[src/rtl/sevenseg_capture_pkg.sv]
// Shared constants for the seven-segment display path: active-low glyph
// patterns (bit 6 = g ... bit 0 = a, 0 = lit) and the special digit codes.
package sevenseg_capture_pkg;

  localparam logic [6:0] SEG_0     = 7'h40;
  localparam logic [6:0] SEG_1     = 7'h79;
  localparam logic [6:0] SEG_2     = 7'h24;
  localparam logic [6:0] SEG_3     = 7'h30;
  localparam logic [6:0] SEG_4     = 7'h19;
  localparam logic [6:0] SEG_5     = 7'h12;
  localparam logic [6:0] SEG_6     = 7'h02;
  localparam logic [6:0] SEG_7     = 7'h78;
  localparam logic [6:0] SEG_8     = 7'h00;
  localparam logic [6:0] SEG_9     = 7'h10;
  localparam logic [6:0] SEG_BLANK = 7'h7F;

  localparam logic [3:0] DIGIT_BLANK = 4'hF;
  localparam logic [3:0] DIGIT_ERR   = 4'hE;

  // Width of the stability counter; large enough for STABLE_CYCLES up to 15.
  localparam int CNT_W = 4;

endpackage

[src/rtl/sevenseg_capture_decode.sv]
// Combinational inverse of the seven-segment encoder: pattern -> digit + err.
module sevenseg_decode
  import sevenseg_capture_pkg::*;
(
  input  logic [6:0] seg,
  output logic [3:0] digit,
  output logic       err
);

  // Table lookup; anything that is not a known glyph decodes to DIGIT_ERR.
  always_comb begin
    // NOTE: defaults first so every path assigns both outputs; otherwise a latch is inferred.
    digit = DIGIT_ERR;
    err   = 1'b1;
    unique case (seg)
      SEG_0:     begin digit = 4'h0;        err = 1'b0; end
      SEG_1:     begin digit = 4'h1;        err = 1'b0; end
      SEG_2:     begin digit = 4'h2;        err = 1'b0; end
      SEG_3:     begin digit = 4'h3;        err = 1'b0; end
      SEG_4:     begin digit = 4'h4;        err = 1'b0; end
      SEG_5:     begin digit = 4'h5;        err = 1'b0; end
      SEG_6:     begin digit = 4'h6;        err = 1'b0; end
      SEG_7:     begin digit = 4'h7;        err = 1'b0; end
      SEG_8:     begin digit = 4'h8;        err = 1'b0; end
      SEG_9:     begin digit = 4'h9;        err = 1'b0; end
      SEG_BLANK: begin digit = DIGIT_BLANK; err = 1'b0; end
      default:   ;
    endcase
  end

endmodule

[src/rtl/sevenseg_capture.sv]
// Monitors a multiplexed active-low segment bus, debounces each digit's
// pattern, keeps a decoded per-digit snapshot and reports changes through a
// single-entry valid/ready event register.
module sevenseg_capture
  import sevenseg_capture_pkg::*;
#(
  parameter int NUM_DIGITS    = 8,
  parameter int SEL_W         = 3,
  parameter int STABLE_CYCLES = 4
) (
  input  logic                    clock,
  input  logic                    resetn,
  input  logic [6:0]              seg_in,
  input  logic [SEL_W-1:0]        sel_in,
  input  logic                    seg_valid,
  output logic                    out_valid,
  input  logic                    out_ready,
  output logic [SEL_W-1:0]        out_index,
  output logic [3:0]              out_digit,
  output logic                    out_err,
  output logic [4*NUM_DIGITS-1:0] snapshot,
  output logic [NUM_DIGITS-1:0]   err_mask,
  output logic                    overflow
);

  localparam logic [CNT_W-1:0] STABLE     = CNT_W'(STABLE_CYCLES);
  localparam logic [SEL_W:0]   DIGITS_LIM = (SEL_W+1)'(NUM_DIGITS);
  localparam bit               ONE_SHOT   = (STABLE_CYCLES == 1);

  logic [CNT_W-1:0] cnt;
  logic [SEL_W-1:0] last_sel;
  logic [6:0]       last_seg;
  logic [3:0]       dec_digit;
  logic             dec_err;
  logic             in_range;
  logic             qualified;
  logic             same;
  logic             commit;
  logic             change;

  sevenseg_decode u_decode (
    .seg   (seg_in),
    .digit (dec_digit),
    .err   (dec_err)
  );

  assign in_range  = ({1'b0, sel_in} < DIGITS_LIM);
  assign qualified = seg_valid && in_range;
  assign same      = (sel_in == last_sel) && (seg_in == last_seg);

  // Commit exactly when the counter reaches STABLE: either the matching sample
  // that completes the run, or any fresh sample when one sample suffices.
  // A saturated counter (cnt == STABLE) never commits again.
  assign commit = qualified && (same ? (cnt == STABLE - 1'b1) : ONE_SHOT);
  assign change = commit &&
                  ({dec_digit, dec_err} != {snapshot[4*sel_in +: 4], err_mask[sel_in]});

  // Stability tracking: count consecutive identical qualified samples.
  always_ff @(posedge clock or negedge resetn) begin
    // NOTE: sequential state uses non-blocking assignments so every flop samples pre-edge values.
    if (!resetn) begin
      cnt      <= '0;
      last_sel <= '0;
      last_seg <= '0;
    end else if (seg_valid) begin
      if (!in_range) begin
        cnt <= '0;
      end else if (same) begin
        if (cnt != STABLE) cnt <= cnt + 1'b1;
      end else begin
        last_sel <= sel_in;
        last_seg <= seg_in;
        cnt      <= CNT_W'(1);
      end
    end
  end

  // Snapshot and error mask, updated on every commit whether or not an event fits.
  always_ff @(posedge clock or negedge resetn) begin
    // NOTE: this storage is reset because its blank contents are architecturally visible.
    if (!resetn) begin
      snapshot <= '1;
      err_mask <= '0;
    end else if (commit) begin
      snapshot[4*sel_in +: 4] <= dec_digit;
      err_mask[sel_in]        <= dec_err;
    end
  end

  // Single-entry event register with back-to-back load and sticky overflow.
  always_ff @(posedge clock or negedge resetn) begin
    if (!resetn) begin
      out_valid <= 1'b0;
      out_index <= '0;
      out_digit <= DIGIT_BLANK;
      out_err   <= 1'b0;
      overflow  <= 1'b0;
    end else if (change && (!out_valid || out_ready)) begin
      out_valid <= 1'b1;
      out_index <= sel_in;
      out_digit <= dec_digit;
      out_err   <= dec_err;
    end else if (change) begin
      overflow <= 1'b1;
    end else if (out_valid && out_ready) begin
      out_valid <= 1'b0;
    end
  end

endmodule

[config.mk]
export PLATFORM = sky130hd
export DESIGN_NAME = sevenseg_capture
export DESIGN_NICKNAME = d
export VERILOG_FILES = /design/src/rtl/sevenseg_capture_pkg.sv /design/src/rtl/sevenseg_capture_decode.sv /design/src/rtl/sevenseg_capture.sv
export SDC_FILE = /design/constraint.sdc
export NUM_CORES = 1
export LEC_CHECK = 0
export ABC_AREA = 1
export ABC_CLOCK_PERIOD_IN_PS = 1950
export CAP_MARGIN = 0
export CORE_UTILIZATION = 54
export DETAILED_ROUTE_END_ITERATION = 12
export GPL_TIMING_DRIVEN = 0
export PLACE_DENSITY = 0.81
export REMOVE_ABC_BUFFERS = 1
export SLEW_MARGIN = 20
export SYNTH_ARGS = -nofsm -noshare
export SYNTH_HDL_FRONTEND = slang
export SYNTH_SLANG_ARGS = --single-unit
export TNS_END_PERCENT = 30
[constraint.sdc]
create_clock -name clock -period 1.95 [get_ports clock]
set_input_delay 0.39 -clock clock [delete_from_list [all_inputs] [get_ports clock]]
set_output_delay 0.39 -clock clock [all_outputs]
set_load 0.01 [all_outputs]
Word level (Yosys, flattened, before mapping)

Index checks and enable logic that the tools add are counted.

Bits in registers: 64
Input port bits: 14
Output and inout port bits: 50
Word-level logic and storage cells: 65

$add $sub $neg: 2
$lt $le $gt $ge: 2
Equal/unequal tests: 17
Shift-type cells: 3
Muxes and demuxes: 14
Bitwise logic cells: 2
Reductions and logical operators: 15

Operator list:

| cell                    | count |
|---|---|
| $pmux 4 s11             | 1 |
| $neg 5->34              | 1 |
| $shift 4x34->32 const A | 1 |
| $shiftx 4x34->32        | 1 |
| $bwmux 32               | 1 |
| $shiftx 32x6->4         | 1 |
| $eq 7x7->1 const B      | 4 |
| $eq 7x5->1 const B      | 3 |
| $eq 7x6->1 const B      | 2 |
| $reduce_or 11->1        | 1 |
| $bwmux 8                | 1 |
| $mux 4                  | 2 |
| $reduce_and 2->1        | 4 |
| $eq 7x2->1 const B      | 1 |
| $eq 7x7->1              | 1 |
| $logic_not 7->1         | 1 |
| $mux 1                  | 7 |
| $logic_and 1x1->1       | 6 |
| $ne 5x5->1              | 1 |
| $add 4x1->4 const B     | 1 |
| $eq 4x2->1 const B      | 1 |
| $lt 3x4->1 const B      | 1 |
| $ne 2x1->1 const B      | 2 |
| $ne 4x3->1 const B      | 1 |
| other kinds (8)         | 9 |

Logic depth before layout (Yosys ltp)

Word-level depth: 8
Depth in mapped cells: 17
Mapped depth without buffers: 16

Hierarchy

From an unflattened synthesis, not the netlist that was laid out.

Cell total of the unflattened synthesis: 557
Area, all modules: 4,041.4 um2

Modules (own cells, without submodules):

| module           | instances | cells an instance | area an instance (um2) |
|---|---|---|---|
| sevenseg_capture | 1         | 498               | 3,771.1 |
| sevenseg_decode  | 1         | 59                | 270.3 |

Worst setup path before layout

No wires, ideal clock.

Path type: input to register
Start: in sel_in[0]
End: reg snapshot[28]
Setup time: 0.081 ns
Data arrival time: 1.871 ns
Setup slack: -0.002 ns
Cell stages on the path: 7
Path buffers: 1
Path through: inv_2 -> buf_2 -> ha_1 -> ha_1 -> nor2_1 -> nand3_1 -> o21ai_0

Word-level cells in the longest chain between the ends: 4
Elaborated cells between the ends (all ways): 8
Those cells by class: 1 x add/sub; 1 x eq/ne; 2 x shift; 2 x mux; 2 x reduce/logical

RTL lines:

| what                                                               | line                   | RTL |
|---|---|---|
| from (decl)                                                        | sevenseg_capture.sv:14 | `input logic [SEL_W-1:0] sel_in,` |
| parallel branches: the longest is 4 deep, another holds $neg 5->34 | -                      |  |
| to (signal, indexed assignment)                                    | sevenseg_capture.sv:85 | `snapshot[4*sel_in +: 4] <= dec_digit;` |
| to (decl)                                                          | sevenseg_capture.sv:21 | `output logic [4*NUM_DIGITS-1:0] snapshot,` |

Several ways; the timed one is not identified.
A chain may end at the register's enable or synchronous reset.

Worst setup path in the final report

Start: reg last_seg[2]
End: reg err_mask[4]

Word-level cells in the longest chain between the ends: 4

RTL lines:

| what                            | line                   | RTL |
|---|---|---|
| from (decl)                     | sevenseg_capture.sv:32 | `logic [6:0] last_seg;` |
| from (signal assigned)          | sevenseg_capture.sv:72 | `last_seg <= seg_in;` |
| $eq 7x7->1                      | sevenseg_capture.sv:49 | `assign same = (sel_in == last_sel) && (seg_in == last_seg);` |
| $logic_and 1x1->1               | sevenseg_capture.sv:49 |  |
| $mux 1                          | sevenseg_capture.sv:54 | `assign commit = qualified && (same ? (cnt == STABLE - 1'b1) : ONE_SHOT);` |
| $logic_and 1x1->1               | sevenseg_capture.sv:54 |  |
| to (signal, indexed assignment) | sevenseg_capture.sv:86 | `err_mask[sel_in] <= dec_err;` |
| to (decl)                       | sevenseg_capture.sv:22 | `output logic [NUM_DIGITS-1:0] err_mask,` |

No other way between the ends.

==> run_results.csv <==
group,metric,value,unit
outcome,outcome,"finished, final reports clean",
global_route,grt_use_total,0.294,
layout,final_nets,610,
sta,fmax,528,MHz
logic_synthesis,synth_xor_area_frac,0.0160,
sta,hold_viol_final,0,
power_and_ir_drop,cellPowerDensity,580,nW/µm²
sta,setup-violations-final,0,
clocking,cts_root_buf,"clkbuf_8",
detailed_routing,wl_per_cell,15.5,µm
flow_run,timing.max_cap.violations,0,
logic_synthesis,yosysWarningCount,0,
worst_setup_path,crit_fanout,7,
floorplan,core,6830,µm²
worst_setup_path,r2r_setup_slack,0.05,ns
sta,drv_slew,0,
logic_synthesis,syn-instance-count,512,
floorplan,start_util,0.560,
logic_synthesis,synthAdderAreaFrac,0.0229,
power_and_ir_drop,p_leak,2.23,nW
sta,fin_crit,1.90,ns
logic_synthesis,yosys.area.top_type,"dfstp_2",
floorplan,ios,64,
sta,period_share,0.972,
worst_setup_path,path_depth,8,
logic_synthesis,muxShareOfSynthArea,0,
worst_setup_path,path_cells,"nand2_1 -> nand4_1 -> nor4_4 -> and3_4 -> buf_12 -> nand2_1 -> o21ai_2 -> inv_1",
global_route,grt.overflow.total,0,
logic_synthesis,yosysMostFrequentCell,"nand2_1",
detailed_routing,first_iter_violations,463,
logic_synthesis,synth_edf_count,0,
sta,rsz0062_at_grt,"true",
logic_synthesis,synth_cell_type_count,36,
logic_synthesis,syn_area,3830,µm²
worst_setup_path,critPathTopFamily,"simple AND/OR/NAND/NOR gates",
worst_setup_path,critical_path_buf_inv_count,2,
worst_setup_path,critPathMostFrequentCell,"nand2_1",
sta,relSlewSlack,0.651,
clocking,cts_made_buffers,9,
worst_setup_path,crit_path_start_kind,"register",
worst_setup_path,startpoint,"last_seg[2]",
logic_synthesis,synth-seq-cells,64,
sta,setup_ws,0.0546,ns
global_route,grt_pass1_vias,3434,
logic_synthesis,synth_commonest_cells,"nand2_1 (153), nor2_1 (59), inv_1 (55)",
sta,final.setup.tns,0,ns
logic_synthesis,synth_top_family_by_area,"simple AND/OR/NAND/NOR gates",
worst_setup_path,cpMaxStageDelayCell,"dfrtp_1",
logic_synthesis,syn_area_per_cell,7.48,µm²
logic_synthesis,synth.yosys.seq_area_share,0.430,
power_and_ir_drop,peakVddDrop,0.393,mV
clocking,htreeDepth,3,
logic_synthesis,synth-simple-area-share,0.357,
layout,syn_to_final_growth,28.7,%
sta,hold_ws,0.394,ns
detailed_routing,firstDrtPassIters,5,
placed_design,hpwlAfterDp,6900,µm
power_and_ir_drop,power.total,2.86,mW
floorplan,die_w,86.2,µm
worst_setup_path,r2r-start,"last_seg[2]",
worst_setup_path,critPathCapture,"err_mask[4]",
detailed_routing,antenna_left,0,
logic_synthesis,async_flop_share,1.00,
detailed_routing,dr_total_vias,3794,
worst_setup_path,rr_worst_depth,8,
placed_design,pre_cts_slack,-2.17,ns
clocking,cts_sinks,64,
sta,worstMarginPinSlew,0.521,ns
worst_setup_path,cp_data_arrival_time,2.13,ns
worst_setup_path,critPathMaxStageDelay,0.40,ns
detailed_routing,totalWireLength,10700,µm
floorplan,die_area,7430,µm²
floorplan,num_rows,30,
clocking,cts_tree,"done",
logic_synthesis,synthFlopType,"dfstp_2",
global_route,grt_pass1_wl,16700,µm
detailed_routing,drc,0,
logic_synthesis,post_synth_main_area_contributors,"dfstp_2 (25%), dfrtp_1 (18%), nand2_1 (15%)",
worst_setup_path,worstSetupPathType,"reg2reg",
layout,final_core_util,0.721,
worst_setup_path,cp.required,2.18,ns
placed_design,numPortBuffers,63,
layout,diodes,0,
sta,clock_skew,0.0101,ns
worst_setup_path,r2r_end,"err_mask[4]",
global_route,antenna_found_initial,0,
layout,drive_above_1_share,0.231,
logic_synthesis,synth_compound_area_frac,0.0843,
clocking,cts_max_path_buffers,2,
clocking,clk_latency,0.34,ns
global_route,grt_max_degree,52,
logic_synthesis,post-synth-top-area-fraction,0.247,
worst_setup_path,cp-end-kind,"register",
placed_design,globalplace.congestion,0.918,
detailed_routing,post_drt_via_cell_ratio,5.50,
min_path,hold_path_class,"in2reg",
floorplan,dieHeight,86.2,µm
clocking,clkTransAtPathRegs,0.07,ns
[metrics by stage]
step	cell area, µm²	cells
finish	4930	690
global route	4930	690
CTS	4880	685
detailed placement	4510	659
global placement	4480	658
floorplan	3730	499
[worst min-delay path, delay by kind of cell]
family | cells | cell delay [ns]
AO/OA/AOI/OAI | 1 | 0.10
buffers and inverters | 2 | 0.20
[worst min path at each step]
stage | to | from | slack [ns] | depth (start not counted)
3_3_place_gp | overflow | overflow | 0.45 | 1
3_5_place_dp | out_index[0] | resetn | 0.26 | 1
2_1_floorplan | cnt[0] | resetn | 0.09 | 0
4_1_cts | cnt[1] | resetn | 0.44 | 2
5_1_grt | last_seg[1] | seg_in[1] | 0.43 | 3
6_report | last_seg[1] | seg_in[1] | 0.39 | 3
[placed cells by master (no fill, tap or decap), types with 19 or more instances in the layout]
master | Yosys | layout
dfrtp_1 | 28 | 28
o21ai_0 | 53 | 37
nor2_1 | 59 | 54
clkdlybuf4s50_1 | 0 | 52
nand3_1 | 31 | 27
inv_1 | 55 | 53
o21ai_1 | 4 | 19
nand2_1 | 153 | 149
dfstp_2 | 36 | 36
[final cells by class]
type	instances	area (µm²)
well taps	96	120
repair buffers	78	731
inverters	65	259
clock buffers	14	173
multi-input cells	371	1990
flip-flops and latches	64	1650
clock inverters	2	12.5
fillers	546	1900
[layer usage]
layer  GRT usage  wire length, µm  vias to the layer above
li1            -                -                     1794
met1       0.384             4410                     1760
met2       0.480             5090                      202
met3      0.0514              791                       38
met4       0.139              369                        0
met5           0                0                        -
[what timing repair did]
item                                    CTS  global route
resized for setup                        44            48
endpoints found under the hold margin    13             0
pin swaps                                 3            11
endpoints found under the setup margin   64            52
gates cloned                              1             0
hold buffers                              1             0
buffers inserted                          8             5
[state kept, by name (all words and copies together) (netlist names)]
register and count:
snapshot 32, last_seg 7, out_valid 1, out_digit 4, err_mask 8, out_index 3, overflow 1, cnt 4
out_err 1, last_sel 3
[power by group]
| part | switching [mW] | internal [mW] |
|---|---|---|
| logic | 0.277 | 0.125 |
| clock network | 0.526 | 0.566 |
| registers | 0.0151 | 1.35 |
[logic make-up (layout without fill, tap and decap cells)]
family / Yosys count / in the layout
and+or+nand+nor: 294 / 295
xor gates and xnor gates: 7 / 7
adders and majority gates: 7 / 7
DFF: 64 / 64
buffers and inverters: 78 / 159
AOI/OAI and AO/OA: 62 / 62
No activity file was read; power rests on OpenSTA's default activity.
